[config.mk]
export PLATFORM = sky130hd
export DESIGN_NAME = fifo_wr_ctrl
export DESIGN_NICKNAME = d
export VERILOG_FILES = /design/src/rtl/fifo_pkg.sv /design/src/rtl/fifo_ptr_sync.sv /design/src/rtl/fifo_wr_ctrl.sv
export SDC_FILE = /design/constraint.sdc
export NUM_CORES = 1
export LEC_CHECK = 0
export BUFFER_PORTS_ARGS = -buffer_cell sky130_fd_sc_hd__buf_2
export CORE_UTILIZATION = 45
export CTS_CLUSTER_DIAMETER = 40
export DETAILED_ROUTE_END_ITERATION = 10
export PLACE_DENSITY = 0.78
export SYNTH_ARGS = -nofsm -noshare
export SYNTH_HDL_FRONTEND = slang
export SYNTH_SLANG_ARGS = --single-unit
[constraint.sdc]
create_clock -name i_clk -period 5.1 [get_ports i_clk]
set_input_delay 1.275 -clock i_clk [delete_from_list [all_inputs] [get_ports i_clk]]
set_output_delay 1.275 -clock i_clk [all_outputs]
set_load 0.05 [all_outputs]
[src/rtl/fifo_pkg.sv]
// fifo_pkg: shared pointer-coding helpers and defaults for the dual-clock FIFO controllers.
// The functions are width-agnostic: callers pass zero-extended pointers and truncate the result.
package fifo_pkg;
  localparam int FIFO_ADDR_BITS = 6;
  localparam int FIFO_SYNC_STAGES = 2;
  function automatic logic [31:0] bin2gray(input logic [31:0] b);
    return b ^ (b >> 1);
  endfunction
  function automatic logic [31:0] gray2bin(input logic [31:0] g);
    logic [31:0] b;
    b = g;
    for (int i = 30; i >= 0; i--) b[i] = b[i+1] ^ g[i];
    return b;
  endfunction
endpackage

[src/rtl/fifo_ptr_sync.sv]
// fifo_ptr_sync: N-stage, W-bit flop synchroniser for a Gray pointer crossing clock domains.
module fifo_ptr_sync #(
  parameter int W = 7,
  parameter int N = 2
) (
  input  logic         clk_i,
  input  logic         rst_ni,
  input  logic [W-1:0] d_i,
  output logic [W-1:0] q_o
);
  logic [N-1:0][W-1:0] sync_q;
  always_ff @(posedge clk_i or negedge rst_ni) begin
    if (!rst_ni) sync_q <= '0;
    else sync_q <= {sync_q[N-2:0], d_i};
  end
  assign q_o = sync_q[N-1];
endmodule

[src/rtl/fifo_wr_ctrl.sv]
// fifo_wr_ctrl: write-side pointer, full/fill/overflow flags and Gray pointer export of the dual-clock FIFO.
// Define FIFO_ALMOST_FULL_EN to build the registered almost-full flag; otherwise o_almost_full is 0.
module fifo_wr_ctrl
  import fifo_pkg::*;
#(
  parameter int ADDR_BITS          = FIFO_ADDR_BITS,
  parameter int SYNC_STAGES        = FIFO_SYNC_STAGES,
  parameter int ALMOST_FULL_THRESH = 4
) (
  input  logic                 i_clk,
  input  logic                 i_reset_n,
  input  logic                 i_wr_en,
  input  logic [ADDR_BITS:0]   i_rd_ptr_gray,
  output logic                 o_wr_en,
  output logic [ADDR_BITS-1:0] o_wr_addr,
  output logic [ADDR_BITS:0]   o_wr_ptr_gray,
  output logic                 o_full,
  output logic                 o_almost_full,
  output logic [ADDR_BITS:0]   o_fill_level,
  output logic                 o_overflow
);
  localparam int PW = ADDR_BITS + 1;
  localparam int DEPTH = 2 ** ADDR_BITS;
  logic [PW-1:0] wbin_q, wbin_d, gray_q, gray_d, fill_q, fill_d, rq_gray, rq_bin;
  logic full_q, full_d, ovf_q, accept;
  fifo_ptr_sync #(.W(PW), .N(SYNC_STAGES)) u_rd_sync (
    .clk_i (i_clk),
    .rst_ni(i_reset_n),
    .d_i   (i_rd_ptr_gray),
    .q_o   (rq_gray)
  );
  // Reset gates the strobe so no RAM write can slip out while pointers are held at 0.
  always_comb begin
    accept = i_wr_en && !full_q && i_reset_n;
    wbin_d = wbin_q + PW'(accept);
    gray_d = PW'(bin2gray(32'(wbin_d)));
    rq_bin = PW'(gray2bin(32'(rq_gray)));
    fill_d = wbin_d - rq_bin;
    full_d = gray_d == {~rq_gray[PW-1:PW-2], rq_gray[PW-3:0]};
  end
  always_ff @(posedge i_clk or negedge i_reset_n) begin
    if (!i_reset_n) begin
      wbin_q <= '0;
      gray_q <= '0;
      fill_q <= '0;
      full_q <= 1'b0;
      ovf_q  <= 1'b0;
    end else begin
      wbin_q <= wbin_d;
      gray_q <= gray_d;
      fill_q <= fill_d;
      full_q <= full_d;
      ovf_q  <= i_wr_en && full_q;
    end
  end
`ifdef FIFO_ALMOST_FULL_EN
  logic [PW:0] free_d;
  logic af_q, af_d;
  always_comb begin
    free_d = (PW+1)'(DEPTH) - {1'b0, fill_d};
    af_d = free_d <= (PW+1)'(ALMOST_FULL_THRESH);
  end
  always_ff @(posedge i_clk or negedge i_reset_n) begin
    if (!i_reset_n) af_q <= 1'b0;
    else af_q <= af_d;
  end
  assign o_almost_full = af_q;
`else
  // Constant 0 for any legal threshold; the threshold only matters when almost-full is built in.
  assign o_almost_full = (ALMOST_FULL_THRESH < 0) && (DEPTH < 0);
`endif
  assign o_wr_en       = accept;
  assign o_wr_addr     = wbin_q[ADDR_BITS-1:0];
  assign o_wr_ptr_gray = gray_q;
  assign o_fill_level  = fill_q;
  assign o_full        = full_q;
  assign o_overflow    = ovf_q;
endmodule

# Word-level counts from Yosys, hierarchy flattened
# Cells that the tools add are included.
# totals
regBits,37
latch_bits,0
ramBits,0
rom_bits,0
in_bits,10
output_inout_bits,24
elab_cells,22
n_memories,0
# op_classes
add_sub_neg,2
mul,0
div_mod_pow,0
n_lt_le_gt_ge,0
eq_ne,1
n_shift,0
mux,0
bitwise_logic,8
n_reduce_logical,4
# ops
op,count
adder 7 x 1 -> 7 bit,1
equality test 7 bit,1
subtractor 7 bit,1
XOR 7 x 6 -> 7 bit,1
XOR 1 bit,6
logical AND 1 bit,3
NOT 2 bit,1
zero test 1 bit,1

# Logic depth before layout (Yosys ltp)
# logic_depth
depth_word,7
mapped_depth,13
depth_no_buf,12

# Modules after synthesis
# A second synthesis with hierarchy kept.
# hier_totals
hier_cells,124
area_unflattened_um2,1677.9
# by_module_without_submodules
mod,instances,cells_per_inst,area_per_inst_um2,seq_area_each_um2
fifo_wr_ctrl,1,103,1275.0,550.5
fifo_ptr_sync,1,21,402.9,350.3

# Worst setup path after synthesis
# OpenSTA, ideal clock, no wires.
# synth_path
path_kind,input-to-reg
startpoint,input port i_reset_n
endpoint,register fill_q[6] (netlist: o_fill_level[6])
setup_ns,0.129
arrival_ns,4.007
t_required_ns,4.971
path_slack_ns,0.964
stages,12
n_path_buf,1
path_cell_list,nand2_1 > nor2_1 > ha_1 > ha_1 > buf_2 > nand3_1 > xor2_1 > inv_1 > ha_1 > or4_1 > o211ai_2 > a211oi_2
# synth_via
elab_chain_len,3
# synth_rtl
item,line,text
from (decl),fifo_wr_ctrl.sv:11,"input logic i_reset_n,"
logical AND 1 bit,fifo_wr_ctrl.sv:34,accept = i_wr_en && !full_q && i_reset_n;
named net o_wr_en,fifo_wr_ctrl.sv:14,"output logic o_wr_en,"
adder 7 x 1 -> 7 bit,fifo_wr_ctrl.sv:35,wbin_d = wbin_q + PW'(accept);
named net wbin_d[4],fifo_wr_ctrl.sv:24,"logic [PW-1:0] wbin_q, wbin_d, gray_q, gray_d, fill_q, fill_d, rq_gray, rq_bin;"
subtractor 7 bit,fifo_wr_ctrl.sv:38,fill_d = wbin_d - rq_bin;
named net fill_d[6],fifo_wr_ctrl.sv:24,
to (signal assigned),fifo_wr_ctrl.sv:51,fill_q <= fill_d;
to (decl),fifo_wr_ctrl.sv:24,
# The timed path passes the listed nets, and every way through them passes these cells.

# Final worst setup path
# layout_path
startpoint,input port i_reset_n
endpoint,register fill_q[6] (netlist: o_fill_level[6])
# layout_via
elab_chain_len,3
# layout_rtl
item,line
logical AND 1 bit,fifo_wr_ctrl.sv:34
adder 7 x 1 -> 7 bit,fifo_wr_ctrl.sv:35
named net wbin_d[4],fifo_wr_ctrl.sv:24
subtractor 7 bit,fifo_wr_ctrl.sv:38
named net fill_d[6],fifo_wr_ctrl.sv:24
# The timed path passes the listed nets, and every way through them passes these cells.

==> flow_metrics.py <==
metrics = {
    "critical_path": {
        "path_buf_inv": 2,
        "crit_top_cell": "ha_1",
        "r2r_end": "o_fill_level[5]$_DFF_PN0_",
        "path_class": "in -> reg",
        "cp_top_family": "simple AND/OR/NAND/NOR gates",
        "max_stage_delay_ps": 550,
        "reg2reg_slack_ps": 1780,
        "cp_slowest_cell": "or4_1",
        "rr_startpoint": "u_rd_sync.q_o[6]$_DFF_PN0_",
        "end_kind": "flip-flop",
        "worstPathArrival_ps": 3690,
        "critPathMaxFanout": 6,
        "cp_cell_sequence": "buf_2 > nand2_1 > nor2_1 > ha_1 > ha_1 > nand3_1 > xor2_1 > inv_1 > ha_1 > or4_1 > o211ai_2 > a211oi_2",
        "cp-start-kind": "input pin",
        "worstRegToRegCells": 12,
        "required_ps": 5260,
    },
    "drt": {
        "drt-wirelength-per-cell_um": 13.7,
        "ant_nets": 0,
        "vias": 1015,
        "drc_errors": 0,
        "firstDrtPassIters": 4,
        "vias_per_cell": 4.98,
        "routed_wl_mm": 2.80,
        "drtIter0Drc": 53,
    },
    "floorplanning": {
        "die-width_um": 62.9,
        "die-area_mm2": 0.00396,
        "start_util": 0.485,
        "dieHeight_um": 62.9,
        "num_rows": 21,
        "coreArea_mm2": 0.00344,
        "ios": 34,
    },
    "layout": {
        "multi_input_area_um2": 723,
        "diodes": 0,
        "seqCellArea_um2": 901,
        "drive_above_1_share": 0.329,
        "syn_to_final_growth_pct": 17.2,
        "final_nets": 175,
        "fillers": 301,
        "postLayoutCoreUtil": 0.569,
    },
    "global_routing": {
        "overflow": 0,
        "grtUsageMet2": 0.272,
        "grt-busiest-layer": "met2",
        "grt_use_met3": 0.0584,
        "first_global_vias": 1056,
        "grt_pass1_wl_mm": 4.76,
        "grt_use_met1": 0.179,
        "grtUsageTotal": 0.162,
        "antenna_found_initial": 0,
        "grt_max_degree": 37,
    },
    "sta": {
        "hold_violations": 0,
        "rsz0062_at_grt": "no",
        "max_freq_mhz": 283,
        "tns_ps": 0,
        "final_max_slew_viol_count": 0,
        "worstMarginPinSlew_ps": 552,
        "relSlewSlack": 0.629,
        "holdWs_ps": 348,
        "period_share": 0.693,
        "timing.final.crit_period_ps": 3530,
        "setup_violations": 0,
        "finalClockSkew_ps": 3.74,
    },
    "logic_synthesis": {
        "ys_async_sr_fraction": 1.00,
        "synth_most_common_cell": "dfrtp_1",
        "synth_edf_count": 0,
        "ys_warn_count": 0,
        "postSynthAreaPerCell_um2": 13.8,
        "synth_area_leaders": "dfrtp_1 (54%), xnor2_1 (10%), ha_1 (5.2%), xor2_1 (4.2%), xor2_4 (3.3%)",
        "ys_top_cells_by_count": "dfrtp_1 (36), xnor2_1 (19), xor2_1 (8)",
        "ys_seq_area_frac": 0.539,
        "synth_area_mm2": 0.00167,
        "synth_top_area_cell": "dfrtp_1",
        "ys_ff_latch": 36,
        "synth-main-ff-cell": "dfrtp_1",
        "synth_top_area_share": 0.539,
        "synthCells": 121,
        "syn_nets": 139,
        "ys_types": 35,
    },
    "placed_design": {
        "port_buffers": 32,
        "gp_congestion": 0.757,
        "dp_hpwl_mm": 2.09,
    },
    "job": {
        "maxCapViolations": 0,
    },
    "clock_network": {
        "cts_resized": 0,
        "clockBufferDepth": 2,
        "cts_max_level": 2,
        "clk_pin_slew_ps": 60,
        "cts_buffers": 5,
        "cts.sinks": 36,
        "cts-root-buf": "clkbuf_8",
        "cts_tree": "yes",
        "insertion_delay_ps": 280,
        "ctsHoldBuffers": 0,
        "cts_setup_buffers": 0,
    },
    "run_status": {
        "status": "complete, no violations",
    },
    "worst_hold_path": {
        "hold_start": "u_rd_sync.sync_q[2]$_DFF_PN0_",
        "holdPathStages": 0,
        "hp-class": "reg -> reg",
        "holdPathEnd": "u_rd_sync.q_o[2]$_DFF_PN0_",
    },
}
## worst register-to-register path: stages (launching register included)
cell and delay (ps):
dfrtp_1 390, xnor3_2 520, xor2_4 260, xor2_2 250, xor2_1 340, xnor2_1 160, ha_1 170, inv_1 60
a21o_1 170, a21o_1 200, maj3_1 370, a21oi_1 190, xnor2_1 150
## cell type report
type / count / area share
Clock buffer: 8 / 0.0460
Inverter: 5 / 0.00958
Timing Repair Buffer: 33 / 0.0856
Tap cell: 46 / 0.0294
Multi-Input combinational cell: 76 / 0.369
Sequential cell: 36 / 0.460
## placed cells by master, fill, tap and decap left out, drive strengths merged, types with 2 or more instances in the layout
cell type,count
a21o,2
a21oi,2
and2,2
buf,33
clkbuf,8
dfrtp,36
ha,7
inv,5
maj3,2
nand2,5
nand3,6
nor2,3
nor3,2
xnor2,19
xnor3,2
xor2,12
## metal layers
metal  vias to the layer above  wire, um
met4                         0        55
met5                         -         0
li1                        467         -
met2                        39      1430
met3                         6       178
met1                       503      1140
## cells by family (layout without fill, tap and decap cells)
kind of cell | count (synthesis) | in the layout | synth area share
xor+xnor | 33 | 33 | 0.222
fa+ha+maj | 10 | 10 | 0.0772
simple gates | 21 | 21 | 0.0689
buf+inv | 9 | 46 | 0.0277
flops | 36 | 36 | 0.539
mux | 1 | 1 | 0.00674
other cells | 1 | 1 | 0.00225
compound gates | 10 | 10 | 0.0562
## worst max-delay path by stage
stage | start | endpoint | slack [ps] | cells past startpoint
finish | i_reset_n | o_fill_level[6]$_DFF_PN0_ | 1570 | 12
global route | i_reset_n | o_fill_level[6]$_DFF_PN0_ | 1380 | 12
CTS | i_reset_n | o_fill_level[6]$_DFF_PN0_ | 1580 | 12
detailed placement | i_reset_n | o_fill_level[6]$_DFF_PN0_ | 1300 | 12
global placement | i_reset_n | o_fill_level[6]$_DFF_PN0_ | 1430 | 12
floorplan | i_reset_n | o_fill_level[6]$_DFF_PN0_ | 960 | 12
## sequential cells by signal (all words and copies together) (netlist names)
name and cells:
o_overflow 1, o_fill_level 7, o_full 1, wbin_q 6, o_wr_ptr_gray 7, u_rd_sync.q_o 7
u_rd_sync.sync_q 7
## metrics by stage
step	setup WS, ps	cell area [um2]	cells
finish	1570	1960	204
global route	1380	1960	204
detailed placement	1300	1870	196
global placement	1430	1870	196
CTS	1580	1960	204
floorplan	964	1670	121
Power is not shown: default switching activity piles up to over one toggle a cycle in this logic, so the estimate is an artifact.
